<file path="config.mk">
export PLATFORM = sky130hd
export DESIGN_NAME = uart_rx
export DESIGN_NICKNAME = d
export VERILOG_FILES = /design/src/rtl/uart_rx.sv
export SDC_FILE = /design/constraint.sdc
export NUM_CORES = 1
export LEC_CHECK = 0
export ABC_AREA = 1
export ABC_CLOCK_PERIOD_IN_PS = 1690
export CORE_MARGIN = 2
export CORE_UTILIZATION = 55
export CTS_CLUSTER_DIAMETER = 120
export DETAILED_ROUTE_END_ITERATION = 8
export GPL_TIMING_DRIVEN = 0
export PLACE_DENSITY = 0.78
export SLEW_MARGIN = 10
export SYNTH_ARGS = -nofsm -noshare
export SYNTH_HDL_FRONTEND = slang
export SYNTH_SLANG_ARGS = --single-unit
</file>
<file path="constraint.sdc">
create_clock -name clk -period 1.69 [get_ports clk]
set_clock_uncertainty 0.1 [all_clocks]
set_input_delay 0.338 -clock clk [delete_from_list [all_inputs] [get_ports clk]]
set_output_delay 0.338 -clock clk [all_outputs]
set_load 0.1 [all_outputs]
</file>
<file path="src/rtl/uart_rx.sv">
// uart_rx: 8N1 serial receiver with a one-entry holding register.
// Optional UART_RX_MAJORITY_EN: 2-of-3 vote around each bit centre.
module uart_rx #(
  parameter int CLK_FREQ  = 100000000,
  parameter int BAUD_RATE = 4000000
) (
  input  logic       clk,
  input  logic       rst,
  input  logic       rx,
  output logic [7:0] data,
  output logic       valid,
  input  logic       ready,
  output logic       frame_err,
  output logic       overrun,
  output logic       busy
);

  localparam int WAIT_STATES = CLK_FREQ / BAUD_RATE;
  localparam int CW =
    (WAIT_STATES > 4) ? $clog2(WAIT_STATES) : 2;
  localparam logic [CW-1:0] HALF =
    CW'(WAIT_STATES / 2 - 1);
  localparam logic [CW-1:0] FULL =
    CW'(WAIT_STATES - 1);

  typedef enum logic [2:0] {
    IDLE, START, DATA, STOP, WAIT_HIGH
  } state_t;

  state_t        state, state_n;
  logic [CW-1:0] count, count_n;
  logic [2:0]    idx, idx_n;
  logic [7:0]    shift, shift_n;
  logic          rx_q, rx_s;
  logic          bit_s;
  logic          deliver;
  logic          ferr_n;

  // two-flop synchronizer, idles high
  always_ff @(posedge clk) begin
    if (rst) begin
      rx_q <= 1'b1;
      rx_s <= 1'b1;
    end else begin
      rx_q <= rx;
      rx_s <= rx_q;
    end
  end

`ifdef UART_RX_MAJORITY_EN
  logic s2, s1;

  // capture the two samples preceding the centre
  always_ff @(posedge clk) begin
    if (rst) begin
      s2 <= 1'b1;
      s1 <= 1'b1;
    end else begin
      if (count == CW'(2)) s2 <= rx_s;
      if (count == CW'(1)) s1 <= rx_s;
    end
  end

  assign bit_s = (s2 & s1) | (s2 & rx_s) | (s1 & rx_s);
`else
  assign bit_s = rx_s;
`endif

  // FSM state, bit counter and shift register
  always_ff @(posedge clk) begin
    if (rst) begin
      state <= IDLE;
      count <= '0;
      idx   <= '0;
      shift <= '0;
    end else begin
      state <= state_n;
      count <= count_n;
      idx   <= idx_n;
      shift <= shift_n;
    end
  end

  // next-state, bit sampling and delivery decode
  always_comb begin
    state_n = state;
    count_n = count;
    idx_n   = idx;
    shift_n = shift;
    deliver = 1'b0;
    ferr_n  = 1'b0;
    unique case (state)
      IDLE: begin
        if (!rx_s) begin
          state_n = START;
          count_n = HALF;
        end
      end
      START: begin
        if (count == '0) begin
          if (!bit_s) begin
            state_n = DATA;
            count_n = FULL;
            idx_n   = '0;
          end else begin
            state_n = IDLE;
          end
        end else begin
          count_n = count - 1'b1;
        end
      end
      DATA: begin
        if (count == '0) begin
          shift_n[idx] = bit_s;
          count_n      = FULL;
          if (idx == 3'd7) state_n = STOP;
          else idx_n = idx + 3'd1;
        end else begin
          count_n = count - 1'b1;
        end
      end
      STOP: begin
        if (count == '0) begin
          if (bit_s) begin
            deliver = 1'b1;
            state_n = IDLE;
          end else begin
            ferr_n  = 1'b1;
            state_n = WAIT_HIGH;
          end
        end else begin
          count_n = count - 1'b1;
        end
      end
      WAIT_HIGH: begin
        if (rx_s) state_n = IDLE;
      end
      default: state_n = IDLE;
    endcase
  end

  // holding register, handshake and status flags
  always_ff @(posedge clk) begin
    if (rst) begin
      data      <= 8'h00;
      valid     <= 1'b0;
      frame_err <= 1'b0;
      overrun   <= 1'b0;
    end else begin
      frame_err <= ferr_n;
      if (deliver) begin
        if (!valid || ready) begin
          data  <= shift;
          valid <= 1'b1;
        end else begin
          overrun <= 1'b1;
        end
      end else if (valid && ready) begin
        valid <= 1'b0;
      end
    end
  end

  assign busy = (state != IDLE);

endmodule
</file>
==> results by group, run 1 <==
Status
  – Status: completed

Timing
  – Final Cycle Share: 97.6%
  – Highest Clock Rate: just over 0.6 GHz
  – # setup viols final: 0
  – Fin Hold WS: between 0.3 and 0.4 ns
  – Final hold viol count: 0
  – Setup_tns: 0 ns
  – Slew Viols, Final: 0
  – Relative slew slack: 63.2%
  – Actual slew at the worst max-slew pin: 0.552 ns
  – Tmin final: 1.65 ns

Route
  – WL/cell: between 10 and 15 um
  – Vias/cell: 5.23
  – Final ANT Viol Nets: 0
  – DRC Markers: 0
  – Iter 0 DRT Violations: 46
  – Drt total wl: 3260 um
  – Drt first pass iters: 5
  – Vias post-DR: 1453

Setup path
  – Critical Path Stages: 1
  – Worst path cell trace: clkdlybuf4s15_2
  – Crit-path max FO: 1
  – CP endpoint kind: output port
  – Worst stage delay on the critical path: 0.54 ns
  – Worst path buffer plus inverter count: 1
  – Critical path arrival: about 1.2 ns
  – Worst Path Required: approximately 1.3 ns
  – FF-to-FF path depth: 9
  – Worst setup path category: register to output port
  – Crit path launch type: register
  – CP top delay family: buffers and inverters
  – Slowest cell on the critical path: clkdlybuf4s15_2

Global route
  – Largest net degree at the start of global routing: 12
  – Number of global-route vias before repair: ~1300
  – Initial antenna violation count: 0
  – First-pass GRT wire length: about 5500 um
  – Total global-route track usage: 21.8%
  – Gr ovfl total: 0

Synth
  – Largest family of logic cells by synthesized area: simple AND/OR/NAND/NOR gates
  – Yosys warns: 0
  – Synth area leaders: dfxtp_1, nor2_1, nand2_1
  – Area share of fa/ha/maj cells after synthesis: 2.47%
  – Asr flop ratio synth: 0%
  – Most area-hungry cell type in the Yosys netlist: dfxtp_1
  – Synth top cells by count: nor2_1, nand2_1, dfxtp_1, inv_1, nand3_1
  – Count leader, synth: nor2_1
  – Syn Nets: 226
  – Yosys top cell area share: 42.1%
  – Mux share of post-synthesis cell area: 0%
  – Synth Area in Compound Gates: 9.53%
  – Sequential area share after synthesis: about 42%
  – Post-Syn Area: 1520 um^2
  – FF+latch count, synth: 32
  – Top FF cell, synth: dfxtp_1
  – Simple-gate share of the synthesized area: 38.2%
  – Synthesized area per cell: 6.95 um^2
  – Post-Synth XOR/XNOR Area: less than 1%
  – Cell variety after synth: 23
  – Post-Syn Instances: 219
  – Number of synthesized flops with an enable pin: 0

Clock tree
  – Num CTS Buffers: 5
  – TritonCTS clock tree: done
  – Clock sink count: 32
  – Root Buffer Master: clkbuf_4
  – Deepest clock path buffer count: 2
  – Clk_lat worst skew: 0.35 ns
  – Clock transition at path regs: 0.11 ns
  – Hold buffer count at CTS: 0
  – H-tree Lvls: 2

Finish
  – Area Overhead vs Synth: 20.3%
  – Antenna cell count: 0
  – Final nets: 253
  – Final Non-Filler Cells: between 200 and 300
  – Layout cells sized above 1: 21.1%

Floorplan
  – Die width: 56.6 um
  – Die area: around 3200 um^2
  – Row cnt: 19
  – Die Ht: 56.6 um
  – Boundary Pins: 16
  – Core ar.: roughly 2700 um^2
  – Starting density of the core: 56.7%

Hold path
  – Min-delay worst type: register to register
  – Worst hold stages: 1

Place
  – Gpl congestion: 0.809
  – Inst Count DP: between 200 and 300
  – DPL Wire Length: 2110 um
  – Port Buffer Count: 15

Power and ir drop
  – Pwr dens: 1530 nW/um^2
  – VDD IR-drop max: 1.11 mV
  – P_leak: 0.877 nW

Flow run
  – Max cap viols: 0
==> cells in the final DEF (no fill, tap or decap), types with 3 or more instances in the layout <==
cell and instances:
a21oi_1 13, dfxtp_2 3, o21ai_1 8, clkdlybuf4s50_1 3, dfxtp_1 29, nor2_1 43
clkbuf_1 3, nor3_1 13, nand2_1 37, o21ai_0 7, nand2_2 3, inv_1 17
buf_2 12, nor2_2 4, inv_2 4, buf_4 4, nand3_1 15, clkbuf_4 5
nand4_1 3
==> repair_timing <==
item | in CTS | in global routing
gates resized for setup | 46 | 26
pin swaps | 0 | 2
gates cloned | 0 | 0
setup buffers | 0 | 5
setup endpoints to repair | 15 | 24
==> registers in the layout (all words and copies together) (netlist names) <==
register   cells
rx_q           1
state          3
idx            3
bit_s          1
frame_err      1
valid          1
data           8
count          5
overrun        1
shift          8
==> kinds of logic (layout without fill, tap and decap cells) <==
kind of cell,after synthesis,count (layout)
XOR/XNOR,1,1
AND/OR/NAND/NOR,127,127
AO/OA/AOI/OAI,29,29
buffers and inverters,27,55
adder cells (fa/ha/maj),3,3
flip-flops,32,32
==> through the flow <==
step	utilization (%)	setup WS [ns]	cell area, um^2	total power, mW
2_1_floorplan	-	0.105	1520	1.85
3_3_place_gp	63.8	-0.461	1710	2.04
3_5_place_dp	63.8	-0.462	1710	2.06
4_1_cts	67.1	0.00101	1800	2.65
5_1_grt	68.2	-0.00788	1830	2.99
6_report	68.2	0.0399	1830	2.80
==> report_power, final <==
group | internal (mW) | switching [mW]
clock | 0.308 | 0.286
sequential | 0.865 | 0.113
combinational | 0.415 | 0.817
==> final timing paths <==
| path | from | endpoint | slack (ns) |
|---|---|---|---|
| worst min-delay path | rx_q | bit_s | 0.32 |
| worst max-delay path | frame_err | frame_err | 0.04 |
| worst max register to register | count[1] | count[0] | 0.11 |
| worst min register to register | rx_q | bit_s | 0.32 |
==> cell type report <==
type	instances	area (um^2)
Buffer	5	21.3
Sequential cell	32	644
Clock buffer	5	37.5
Fill cell	238	855
Tap cell	31	38.8
Multi-Input combinational cell	160	807
Inverter	22	87.6
Timing Repair Buffer	20	153
Clock inverter	3	42.5
==> metal layers <==
layer | global-route usage [%] | wire [um] | vias up
met5 | 0 | 0 | -
met4 | 8.16 | 49 | 0
met3 | 6.91 | 109 | 6
met2 | 33.6 | 1620 | 22
met1 | 28.4 | 1480 | 661
li1 | - | - | 764
(Power assumes the default switching activity.)
==> inputs of run 2 (changes only) <==
CAP_MARGIN = 20   (was unset)
PLACE_DENSITY = 0.77   (was 0.78)
==> run 2 against run 1 <==
Clock power is 22% lower. Core utilization is 0.84 points higher. Final cell count is 0.36% lower. Register-to-register slack better by 0.04 ns. Cell area is 1.2% higher. Die area stayed put. Non-clock buffer count is 1 lower. Worst setup slack worse by 0.017 ns. Wire length is 6.1% lower. Highest routed layer unchanged.
==> results by group, run 2 (synthesized netlist as in run 1, its figures left out) <==
Clock tree
  – Clk_lat worst skew: 0.34 ns
  – Clock sink count: 32
  – Root Buffer Master: clkbuf_4
  – Deepest clock path buffer count: 2
  – TritonCTS clock tree: done
  – H-tree Lvls: 2
  – Clock transition at path regs: 0.10 ns
  – Num CTS Buffers: 5

Floorplan
  – Die width: 56.6 um
  – Boundary Pins: 16
  – Starting density of the core: between 50% and 60%
  – Die area: 3210 um^2
  – Die Ht: 56.6 um
  – Core ar.: 2690 um^2
  – Row cnt: 19

Finish
  – Layout cells sized above 1: between 15 and 20%
  – Finished Core Util: between 60% and 70%
  – Biggest regs: data: 8 flops, shift: 8 flops, count: 5 flops
  – Commonest non-fill, non-tap cell in the layout: nor2_1
  – Final nets: 252
  – Commonest cells after routing, fill and taps aside: nor2_1, nand2_1, dfxtp_1, inv_1
  – Antenna cell count: 0
  – Area Overhead vs Synth: 21.8%

Setup path
  – Crit-path max FO: 2
  – Slowest cell on the critical path: clkdlybuf4s18_2
  – Worst stage delay on the critical path: 0.54 ns
  – CP top delay family: buffers and inverters
  – Worst Path Required: about 1.3 ns
  – Worst path cell trace: clkdlybuf4s18_2
  – Worst setup path category: register to output port
  – CP endpoint kind: output port
  – Worst path buffer plus inverter count: 1
  – Critical path arrival: ~1.2 ns
  – Crit path launch type: register

Hold path
  – Min-delay worst type: register to register

Power and ir drop
  – Pwr dens: 1430 nW/um^2
  – VDD IR-drop max: 1.06 mV
  – P_leak: between 0.8 and 0.9 nW
  – Total power: ~2.7 mW

Route
  – Vias/cell: 5.12
  – Drt total wl: 3060 um
  – Vias post-DR: roughly 1400
  – WL/cell: ~11 um
  – DRC Markers: 0
  – Drt first pass iters: 5
  – Final ANT Viol Nets: 0
  – Iter 0 DRT Violations: 51

Place
  – DPL Wire Length: about 2200 um
  – Gpl congestion: 0.836
  – Port Buffer Count: 15

Global route
  – Gr ovfl total: 0
  – First-pass GRT wire length: approximately 5400 um
  – Total global-route track usage: about a fifth
  – Initial antenna violation count: 0
  – Number of global-route vias before repair: 1259
  – Largest net degree at the start of global routing: 11

Flow run
  – Max cap viols: 0

Timing
  – Setup_tns: 0 ns
  – Relative slew slack: approximately 64%
  – Tmin final: ~1.7 ns
  – Actual slew at the worst max-slew pin: 0.542 ns
  – Highest Clock Rate: 0.600 GHz
  – Slew Viols, Final: 0
  – # setup viols final: 0
  – Final hold viol count: 0
  – Final Cycle Share: 98.7%

Status
  – Status: completed
-- run 2: cell count changes in the layout (fill, tap and decap cells not counted), moves of 2 or more --
cell and change:
clkbuf_1 +2, clkdlybuf4s15_2 +4, buf_2 -9, clkdlybuf4s18_2 +5
-- run 2: worst paths after layout --
| kind | from | end | slack, ns | depth (start not counted) |
|---|---|---|---|---|
| max | data[0] | data[0] | 0.02 | 1 |
| min | rx_q | bit_s | 0.32 | 1 |
| max reg2reg | count[0] | count[0] | 0.15 | 9 |
| min reg2reg | rx_q | bit_s | 0.32 | 1 |
-- run 2: layout make-up --
class                      instances  area [um^2]
sequential                        32          644
clock buffer                       8         58.8
inverter                          22         87.6
tap                               31         38.8
multi-input combinational        160          821
fill                             243          832
buffer                             5         21.3
timing repair buffer              19          183
-- run 2: layer usage --
layer / global-route usage, % / share of wire (%) / up-vias / wire length (um)
met1: 27.2 / 48 / 630 / 1480
met5: 0 / 0 / - / 0
met3: 4.84 / 3.4 / 7 / 105
met4: 9.18 / 1.6 / 0 / 48
li1: - / - / 761 / -
met2: 33.7 / 47 / 20 / 1430
-- run 2: worst register-to-register path: stages, from the launching register on --
cell and delay (ns):
dfxtp_1 0.38, inv_2 0.07, ha_4 0.18, nand3_4 0.13, clkinv_4 0.10, nand2_1 0.16, nand3_4 0.13, nand2_1 0.09
nand2_1 0.05, nor2_1 0.10
-- run 2: timing repair --
item	4_1_cts	5_1_grt
gates resized for setup	41	20
pin swaps	0	1
hold buffers	0	0
setup endpoints to repair	22	23
buffers inserted	0	4
-- run 2: report_power, final --
group          total, mW  internal (mW)  switching [mW]
Combinational       1.21          0.416           0.797
Sequential         0.984          0.865           0.119
Clock              0.462          0.205           0.257
-- run 2: stage by stage --
stage / cell area, um^2 / std cells / hold WS, ns / setup WS (ns)
3_3_place_gp: 1710 / 265 / 0.296 / -0.459
3_5_place_dp: 1710 / 265 / 0.304 / -0.458
6_report: 1850 / 277 / 0.324 / 0.0226
5_1_grt: 1850 / 277 / 0.358 / -0.0209
4_1_cts: 1790 / 273 / 0.330 / 0.00575
2_1_floorplan: 1520 / 219 / 0.289 / 0.105
